`src/rtl/seq_restoring_divider_if.sv`:
```
// seq_restoring_divider_if: start/operand/result bundle for the sequential restoring divider
// Signals: start, dividend[7:0], divisor[3:0] (requester -> divider);
//          quotient[7:0], remainder[3:0], div_by_zero, busy, done (divider -> requester).
// Modports: master = requester side, slave = divider side.
interface seq_restoring_divider_if;
  logic       start;
  logic [7:0] dividend;
  logic [3:0] divisor;
  logic [7:0] quotient;
  logic [3:0] remainder;
  logic       div_by_zero;
  logic       busy;
  logic       done;
  modport master (output start, dividend, divisor,
                  input  quotient, remainder, div_by_zero, busy, done);
  modport slave  (input  start, dividend, divisor,
                  output quotient, remainder, div_by_zero, busy, done);
endinterface

```
`src/rtl/seq_restoring_divider.sv`:
```
// seq_restoring_divider: 8-bit by 4-bit unsigned restoring divider, one quotient bit per clock
// Ports: clk    - rising-edge clock
//        rst_n  - asynchronous active-low reset
//        bus    - slave modport: start/dividend/divisor in; quotient/remainder/div_by_zero/busy/done out
module seq_restoring_divider (
  input  logic                    clk,
  input  logic                    rst_n,
  seq_restoring_divider_if.slave  bus
);
  typedef enum logic [1:0] {IDLE, RUN, DONE} state_t;
  state_t     r_state, w_next;
  logic [7:0] r_shift, r_quot;
  logic [3:0] r_div, r_rem, r_part;
  logic [2:0] r_cnt;
  logic       r_dbz;
  logic [4:0] w_trial;
  logic [3:0] w_part;
  logic [7:0] w_shift;
  logic       w_ge, w_accept;
  // The partial remainder is always below the divisor, so its top bit is
  // permanently zero and only four bits are stored; the 4-bit subtraction
  // wraps to the correct result because the difference also fits.
  assign w_trial  = {r_part, r_shift[7]};
  assign w_ge     = w_trial >= {1'b0, r_div};
  assign w_part   = w_ge ? w_trial[3:0] - r_div : w_trial[3:0];
  // Quotient bits enter at the LSB as dividend bits leave at the MSB.
  assign w_shift  = {r_shift[6:0], w_ge};
  assign w_accept = (r_state == IDLE) && bus.start;
  always_ff @(posedge clk or negedge rst_n)
    if (!rst_n) r_state <= IDLE;
    else        r_state <= w_next;
  always_comb begin
    w_next = IDLE;
    if (w_accept)             w_next = (bus.divisor == 4'd0) ? DONE : RUN;
    else if (r_state == RUN)  w_next = (r_cnt == 3'd0) ? DONE : RUN;
  end
  always_ff @(posedge clk or negedge rst_n)
    if (!rst_n) begin
      r_shift <= '0;
      r_div   <= '0;
      r_part  <= '0;
      r_cnt   <= '0;
      r_quot  <= '0;
      r_rem   <= '0;
      r_dbz   <= 1'b0;
    end else if (w_accept) begin
      if (bus.divisor == 4'd0) begin
        r_quot <= 8'hFF;
        r_rem  <= 4'hF;
        r_dbz  <= 1'b1;
      end else begin
        r_shift <= bus.dividend;
        r_div   <= bus.divisor;
        r_part  <= '0;
        r_cnt   <= 3'd7;
        r_dbz   <= 1'b0;
      end
    end else if (r_state == RUN) begin
      r_shift <= w_shift;
      r_part  <= w_part;
      r_cnt   <= r_cnt - 3'd1;
      if (r_cnt == 3'd0) begin
        r_quot <= w_shift;
        r_rem  <= w_part;
      end
    end
  assign bus.quotient    = r_quot;
  assign bus.remainder   = r_rem;
  assign bus.div_by_zero = r_dbz;
  assign bus.busy        = r_state == RUN;
  assign bus.done        = r_state == DONE;
endmodule

```
`src/flat_wrapper.sv`:
```
// flat-port wrapper written by rule: the top's interface ports become plain ports
module seq_restoring_divider_flat 
  (clk, rst_n, bus_start, bus_dividend, bus_divisor, bus_quotient, bus_remainder, bus_div_by_zero, bus_busy, bus_done);
  seq_restoring_divider_if bus_i ();
  input  logic clk;
  input  logic rst_n;
  input wire logic [$bits(bus_i.start)-1:0] bus_start;
  input wire logic [$bits(bus_i.dividend)-1:0] bus_dividend;
  input wire logic [$bits(bus_i.divisor)-1:0] bus_divisor;
  output wire logic [$bits(bus_i.quotient)-1:0] bus_quotient;
  output wire logic [$bits(bus_i.remainder)-1:0] bus_remainder;
  output wire logic [$bits(bus_i.div_by_zero)-1:0] bus_div_by_zero;
  output wire logic [$bits(bus_i.busy)-1:0] bus_busy;
  output wire logic [$bits(bus_i.done)-1:0] bus_done;
  assign bus_i.start = bus_start;
  assign bus_i.dividend = bus_dividend;
  assign bus_i.divisor = bus_divisor;
  assign bus_quotient = bus_i.quotient;
  assign bus_remainder = bus_i.remainder;
  assign bus_div_by_zero = bus_i.div_by_zero;
  assign bus_busy = bus_i.busy;
  assign bus_done = bus_i.done;
  seq_restoring_divider u_core (.clk(clk), .rst_n(rst_n), .bus(bus_i));
endmodule
```
`config.mk`:
```
export PLATFORM = sky130hd
export DESIGN_NAME = seq_restoring_divider_flat
export DESIGN_NICKNAME = d
export VERILOG_FILES = /design/src/rtl/seq_restoring_divider_if.sv /design/src/rtl/seq_restoring_divider.sv /design/src/flat_wrapper.sv
export SDC_FILE = /design/constraint.sdc
export NUM_CORES = 1
export LEC_CHECK = 0
export CAP_MARGIN = 5
export CORE_ASPECT_RATIO = 1.2
export CORE_UTILIZATION = 40
export DETAILED_ROUTE_END_ITERATION = 8
export PLACE_DENSITY = 0.61
export SYNTH_ARGS = -nofsm -noshare
export SYNTH_HDL_FRONTEND = slang
export SYNTH_SLANG_ARGS = --single-unit
```
`constraint.sdc`:
```
create_clock -name clk -period 2.5 [get_ports clk]
set_input_delay 0.5 -clock clk [delete_from_list [all_inputs] [get_ports clk]]
set_output_delay 0.5 -clock clk [all_outputs]
set_load 0.005 [all_outputs]
```
==> results of run 1 <==
-- metrics by stage --
step                      cells  worst slack [ns]  power, uW  utilization, %  cell area, um2
final                       252             0.288       3040            53.5            2160
after global routing        252             0.223       3290            53.5            2160
after CTS                   252             0.294       3060            53.5            2160
after detailed placement    245             0.238       2660            51.6            2080
after global placement      245             0.251       2640            51.6            2080
after floorplan             163             0.639       2130               -            1730
-- worst max-delay path: cells and delay by family (launching register included) --
kind | cells | cell delay, ns
buffers and inverters | 2 | 0.75
DFF | 1 | 0.42
and+or+nand+nor | 1 | 0.25
-- placed cells by master (no fill, tap or decap), types with 4 or more instances in the layout --
cell type	count
a2111oi_0	4
a211oi_1	6
a21oi_1	4
a22o_1	4
a31oi_1	8
buf_4	6
clkbuf_8	5
clkdlybuf4s50_1	29
dfrtp_1	34
ha_1	6
inv_1	9
nand2_1	19
nor2_1	14
o21ai_0	4
o22a_1	7
-- cells in the mapped netlist (all sizes together), types with 2 or more instances --
cell | instances | share of area (%)
dfrtp | 34 | 49
nand2 | 19 | 4.1
nor2 | 15 | 3.4
inv | 10 | 2.2
a31oi | 8 | 2.9
o22a | 8 | 4.1
a211oi | 6 | 2.6
ha | 6 | 4.3
o21ai | 6 | 2.0
a2111oi | 5 | 3.6
a21oi | 5 | 1.7
clkbuf | 5 | 1.7
a22o | 4 | 2.0
and3 | 2 | 0.72
buf | 2 | 1.1
nand2b | 2 | 0.72
nor2b | 2 | 0.72
nor3 | 2 | 0.58
o32a | 2 | 1.2
or2 | 2 | 0.87
-- final timing paths --
check	to	slack [ns]
max in group asynchronous	u_core.r_shift[2]$_DFFE_PN0P_	1.56
worst max-delay path	bus_busy	0.29
min in group asynchronous	u_core.r_div[3]$_DFFE_PN0P_	0.62
worst min register to register	u_core.r_cnt[0]$_DFFE_PN0P_	0.47
worst min-delay path	u_core.r_cnt[0]$_DFFE_PN0P_	0.47
worst max register to register	u_core.bus.remainder[3]$_DFFE_PN0P_	0.36
-- cell type report --
cell class                 instances  area, um2  area share [%]
timing repair buffer              35        335            15.5
clock buffer                       7       76.3            3.53
inverter                          10       37.5            1.74
multi-input combinational        112        792            36.7
sequential                        34        851            39.4
tap                               54       67.6            3.13
-- cell families after synthesis --
| family | count (synthesis) | share of synthesized area, % |
|---|---|---|
| AO/OA/AOI/OAI | 53 | 25.1 |
| AND/OR/NAND/NOR | 51 | 14.8 |
| flip-flops | 34 | 49.2 |
| buffers and inverters | 17 | 4.92 |
| adder cells (fa/ha/maj) | 7 | 5.50 |
| XOR/XNOR | 1 | 0.507 |
-- registers in the layout, summed over array words and instances (netlist names) --
signal,flops
u_core.bus.quotient,8
u_core.r_shift,8
u_core.bus.remainder,4
u_core.r_div,4
u_core.r_part,4
u_core.r_cnt,3
u_core.r_state,2
u_core.bus.div_by_zero,1
-- layer usage --
metal  vias up  wire, um
li1        663         -
met1       688      1780
met2        45      1880
met3         8       188
met4         0        94
met5         -         0
-- power by group through the flow --
stage	sequential, uW	combinational [uW]	clock [uW]
2_1_floorplan	976	1150	0
3_3_place_gp	1010	1630	0
3_5_place_dp	1010	1650	0
4_1_cts	1000	1670	388
5_1_grt	1040	1840	411
6_report	1000	1660	382
==> key figures, run 1 <==
Status
  – Status: completed

GRT
  – Global Route met1 Usage: 27.0%
  – Met2 Use GR: 30.5%
  – Grt met3 use: 5.04%
  – GR Util All Layers: 20.3%
  – Initial antenna violation count: 0
  – GRT Residual Overflow: 0
  – Number of global-route vias before repair: 1,326
  – First-pass GRT wire length: 6.53 mm
  – Pin count of the biggest net entering global routing: 35
  – Gr busiest metal: met2

Logic synthesis
  – Synthesized flop and latch total: 34
  – Yosys cell types: 48
  – Number of flops mapped to enable cells by yosys: 0
  – Post-synth ARST share: 100%
  – Cell Area, Synth: 1730 um2
  – Syn Inst Count: 163
  – Syn_nets: 185
  – Synthesized area per cell: 10.6 um2
  – Yosys warnings: 0
  – Sequential area share after synthesis: 49.2%
  – Post-synth top flop: dfrtp_1

Critical path
  – Worst Path Required: 2.00 ns
  – CP max stage cell: clkdlybuf4s50_1
  – Cell depth of the worst flop-to-flop path: 5
  – CP Launch Type: flop
  – Worst r2r src: u_core.r_part[1]$_DFFE_PN0P_
  – Crit path cell chain: nand2b_1 > inv_2 > clkdlybuf4s50_1
  – Crit end category: primary output
  – Crit path arrival time: 1.71 ns
  – Crit path from: u_core.r_state[1]$_DFF_PN0_
  – Crit path max fanout: 10
  – Critical path class: reg2out
  – Slowest stage delay, CP: 0.54 ns

Clock tree
  – Clk root buf: clkbuf_8
  – CTS clock-pin slew for the worst setup and hold paths: 0.06 ns
  – H-tree depth: 2
  – Worst-skew pair later-pin latency: 0.29 ns
  – CTS tree: built
  – Sink Count: 34
  – TritonCTS Buffers: 5
  – Post-CTS Setup Inserts: 0
  – Post-cts gate resize count: 0
  – Hold_buf cts: 0
  – Longest Clk Path Bufs: 2

Floorplan
  – Core Area: 4040 um2
  – Die width: 62 um
  – Die height: 74 um
  – # IOs: 30
  – Die ar.: 4590 um2
  – Starting Density: 42.8%
  – Rows: 25

Power and ir drop
  – Clock power frac: 12.5%
  – Switch Pwr: 1240 uW
  – VDD IR max: 0.590 mV
  – Pwr/cell area: 1410 nW/um2
  – Net Sw Frac: 40.9%
  – P_int: 1800 uW
  – Seq pwr share: 32.9%
  – Leakage: 0.000911 uW
  – Comb pwr share: 54.6%

Drt
  – Via count: 1,404
  – DRT Pass-1 Iters: 4
  – WL/cell: 15.6 um
  – DRC Markers: 0
  – ANT nets after route: 0
  – Vias/cell: 5.57
  – Routed WL: 3.94 mm
  – Initial DRC Count: 74

STA
  – Clock skew: 0.00754 ns
  – Final hold vios: 0
  – RSZ-0062 raised after global routing: false
  – Setup-failing EPs final: 0
  – Min cycle time layout: 2.21 ns
  – Final setup TNS: 0 ns
  – Hold WS: 0.466 ns
  – Period utilization: 88.5%
  – Max_slew headroom: 59.3%
  – F_max: 452 MHz
  – Fin. max-slew vios: 0
  – Worst-margin pin slew: 0.607 ns

Layout
  – Share of layout cells above drive strength 1: 12.6%
  – Ant. Diodes: 0
  – Total Nets Final: 220
  – Area grow syn2layout: 25.0%
  – # fillers: 388

Place
  – I/O Buffers: 29
  – RePlAce Congestion: 0.848
  – DP HPWL: 2.78 mm

Hold path
  – Hold path depth: 1
  – Type of the worst min-delay path: reg2reg
  – HP Start: u_core.r_cnt[0]$_DFFE_PN0P_

Run
  – Max cap viols: 0
Power figures use the tool's default switching activity.
==> inputs of run 2 (changes only) <==
--- a/config.mk
+++ b/config.mk
@@ -5,8 +5,9 @@
 export SDC_FILE = /design/constraint.sdc
 export NUM_CORES = 1
 export LEC_CHECK = 0
-export CAP_MARGIN = 5
+export CAP_MARGIN = 20
 export CORE_ASPECT_RATIO = 1.2
+export CORE_MARGIN = 2
 export CORE_UTILIZATION = 40
 export DETAILED_ROUTE_END_ITERATION = 8
 export PLACE_DENSITY = 0.61
==> key figures, run 2 (synthesized netlist as in run 1, its figures left out) <==
STA
  – Fin. max-slew vios: 0
  – Min cycle time layout: 2.23 ns
  – Final setup TNS: 0 ns
  – RSZ-0062 raised after global routing: false
  – F_max: 448 MHz
  – Setup-failing EPs final: 0
  – Worst-margin pin slew: 0.550 ns
  – Period utilization: 89.3%
  – Final hold vios: 0
  – Clock skew: 0.00796 ns
  – Setup ws final: 0.269 ns
  – Hold WS: 0.479 ns
  – Max_slew headroom: 63.1%

Layout
  – Ant. Diodes: 0
  – Util after Layout: 51.7%
  – Commonest cells after routing, fill and taps aside: 34 x dfrtp_1, 29 x clkdlybuf4s50_1, 19 x nand2_1
  – # fillers: 390
  – Share of layout cells above drive strength 1: 13.1%
  – Post-Layout Inst Area: 2170 um2
  – Area grow syn2layout: 25.6%
  – Most common cell after layout, fill and taps aside: dfrtp_1
  – Total Nets Final: 219

Place
  – I/O Buffers: 29
  – DP HPWL: 2.93 mm
  – DP Worst Slack: 0.170 ns
  – RePlAce Congestion: 0.838
  – Placed Area: 2080 um2

Clock tree
  – Post-CTS Setup Inserts: 0
  – CTS clock-pin slew for the worst setup and hold paths: 0.07 ns
  – CTS tree: built
  – Hold_buf cts: 0
  – TritonCTS Buffers: 5
  – Worst-skew pair later-pin latency: 0.29 ns
  – Longest Clk Path Bufs: 2
  – Sink Count: 34
  – Post-cts gate resize count: 0
  – Clk root buf: clkbuf_8
  – H-tree depth: 2

Hold path
  – Hold path depth: 1
  – Hold path endpoint: u_core.r_cnt[0]$_DFFE_PN0P_
  – HP Start: u_core.r_cnt[0]$_DFFE_PN0P_
  – Type of the worst min-delay path: reg2reg

Drt
  – Via count: 1,388
  – DRT Pass-1 Iters: 5
  – Initial DRC Count: 70
  – Vias/cell: 5.46
  – DRC Markers: 0
  – ANT nets after route: 0
  – WL/cell: 16.3 um
  – Routed WL: 4.13 mm

Critical path
  – CP max stage cell: clkdlybuf4s50_1
  – Critical path class: reg2out
  – Crit path cell chain: nand2b_1 > inv_2 > clkdlybuf4s50_1
  – Crit end category: primary output
  – R2R Path End: u_core.r_part[2]$_DFFE_PN0P_
  – Worst r2r src: u_core.r_part[0]$_DFFE_PN0P_
  – Slowest stage delay, CP: 0.54 ns
  – Crit path max fanout: 10
  – CP bufs+invs: 2
  – Worst Path Required: 2.00 ns
  – Cell depth of the worst flop-to-flop path: 5
  – Crit path arrival time: 1.73 ns
  – Reg2reg setup slack: 0.45 ns
  – Cell family with most CP delay: buffers and inverters
  – CP Launch Type: flop

GRT
  – First-pass GRT wire length: 6.91 mm
  – Pin count of the biggest net entering global routing: 35
  – GR Util All Layers: 18.3%
  – Initial antenna violation count: 0
  – Number of global-route vias before repair: 1,365
  – GRT Residual Overflow: 0

Floorplan
  – Starting Density: 41.2%
  – Die ar.: 4860 um2
  – # IOs: 30
  – Die width: 64 um
  – Die height: 76 um
  – Core Area: 4200 um2
  – Rows: 26

Power and ir drop
  – Leakage: 0.000916 uW
  – Pwr/cell area: 1420 nW/um2
  – VDD IR max: 0.511 mV

Status
  – Status: completed

Run
  – Max cap viols: 0
## run 2: per-layer routing
layer / vias up / track usage, % / part of all wire [%]
met2: 42 / 28.6 / 50
met5: - / 0 / 0
met4: 0 / 6.09 / 1.3
met3: 6 / 3.84 / 4.6
li1: 661 / - / -
met1: 679 / 25.3 / 44
## run 2: layout make-up
class                      count  area, um2  share of cell area [%]
timing repair buffer          34        328                    15.1
sequential                    34        851                    39.2
clock inverter                 1       5.00                   0.231
multi-input combinational    112        792                    36.5
clock buffer                   7       86.3                    3.98
tap                           56       70.1                    3.23
inverter                      10       37.5                    1.73
## run 2: worst max path at each step
stage	slack, ns	cells past startpoint	to	start
after detailed placement	0.17	5	u_core.bus.quotient[2]$_DFFE_PN0P_	bus_divisor[1]
after floorplan	0.64	6	u_core.r_part[1]$_DFFE_PN0P_	u_core.r_shift[7]$_DFFE_PN0P_
after CTS	0.27	3	bus_busy	u_core.r_state[1]$_DFF_PN0_
after global routing	0.20	3	bus_busy	u_core.r_state[1]$_DFF_PN0_
after global placement	0.22	5	u_core.bus.quotient[0]$_DFFE_PN0P_	bus_divisor[1]
final	0.27	3	bus_busy	u_core.r_state[1]$_DFF_PN0_
## run 2: report_power, final
| group | leakage, uW | internal (uW) | switching, uW |
|---|---|---|---|
| registers | 0.000390 | 821 | 197 |
| logic | 0.000478 | 782 | 873 |
| clock network | 0.0000482 | 222 | 196 |
| total | 0.000916 | 1820 | 1270 |
## run 2: per-stage QoR
stage,std cells,total power (uW)
floorplan,163,2130
global placement,246,2630
detailed placement,246,2670
CTS,254,3110
global route,254,3360
finish,254,3090
## run 2: worst register-to-register path, delay by kind of cell, from the launching register on
family / cells / cell delay (ns)
compound gates: 3 / 1.01
fa+ha+maj: 1 / 0.39
flops: 1 / 0.46
simple gates: 1 / 0.07
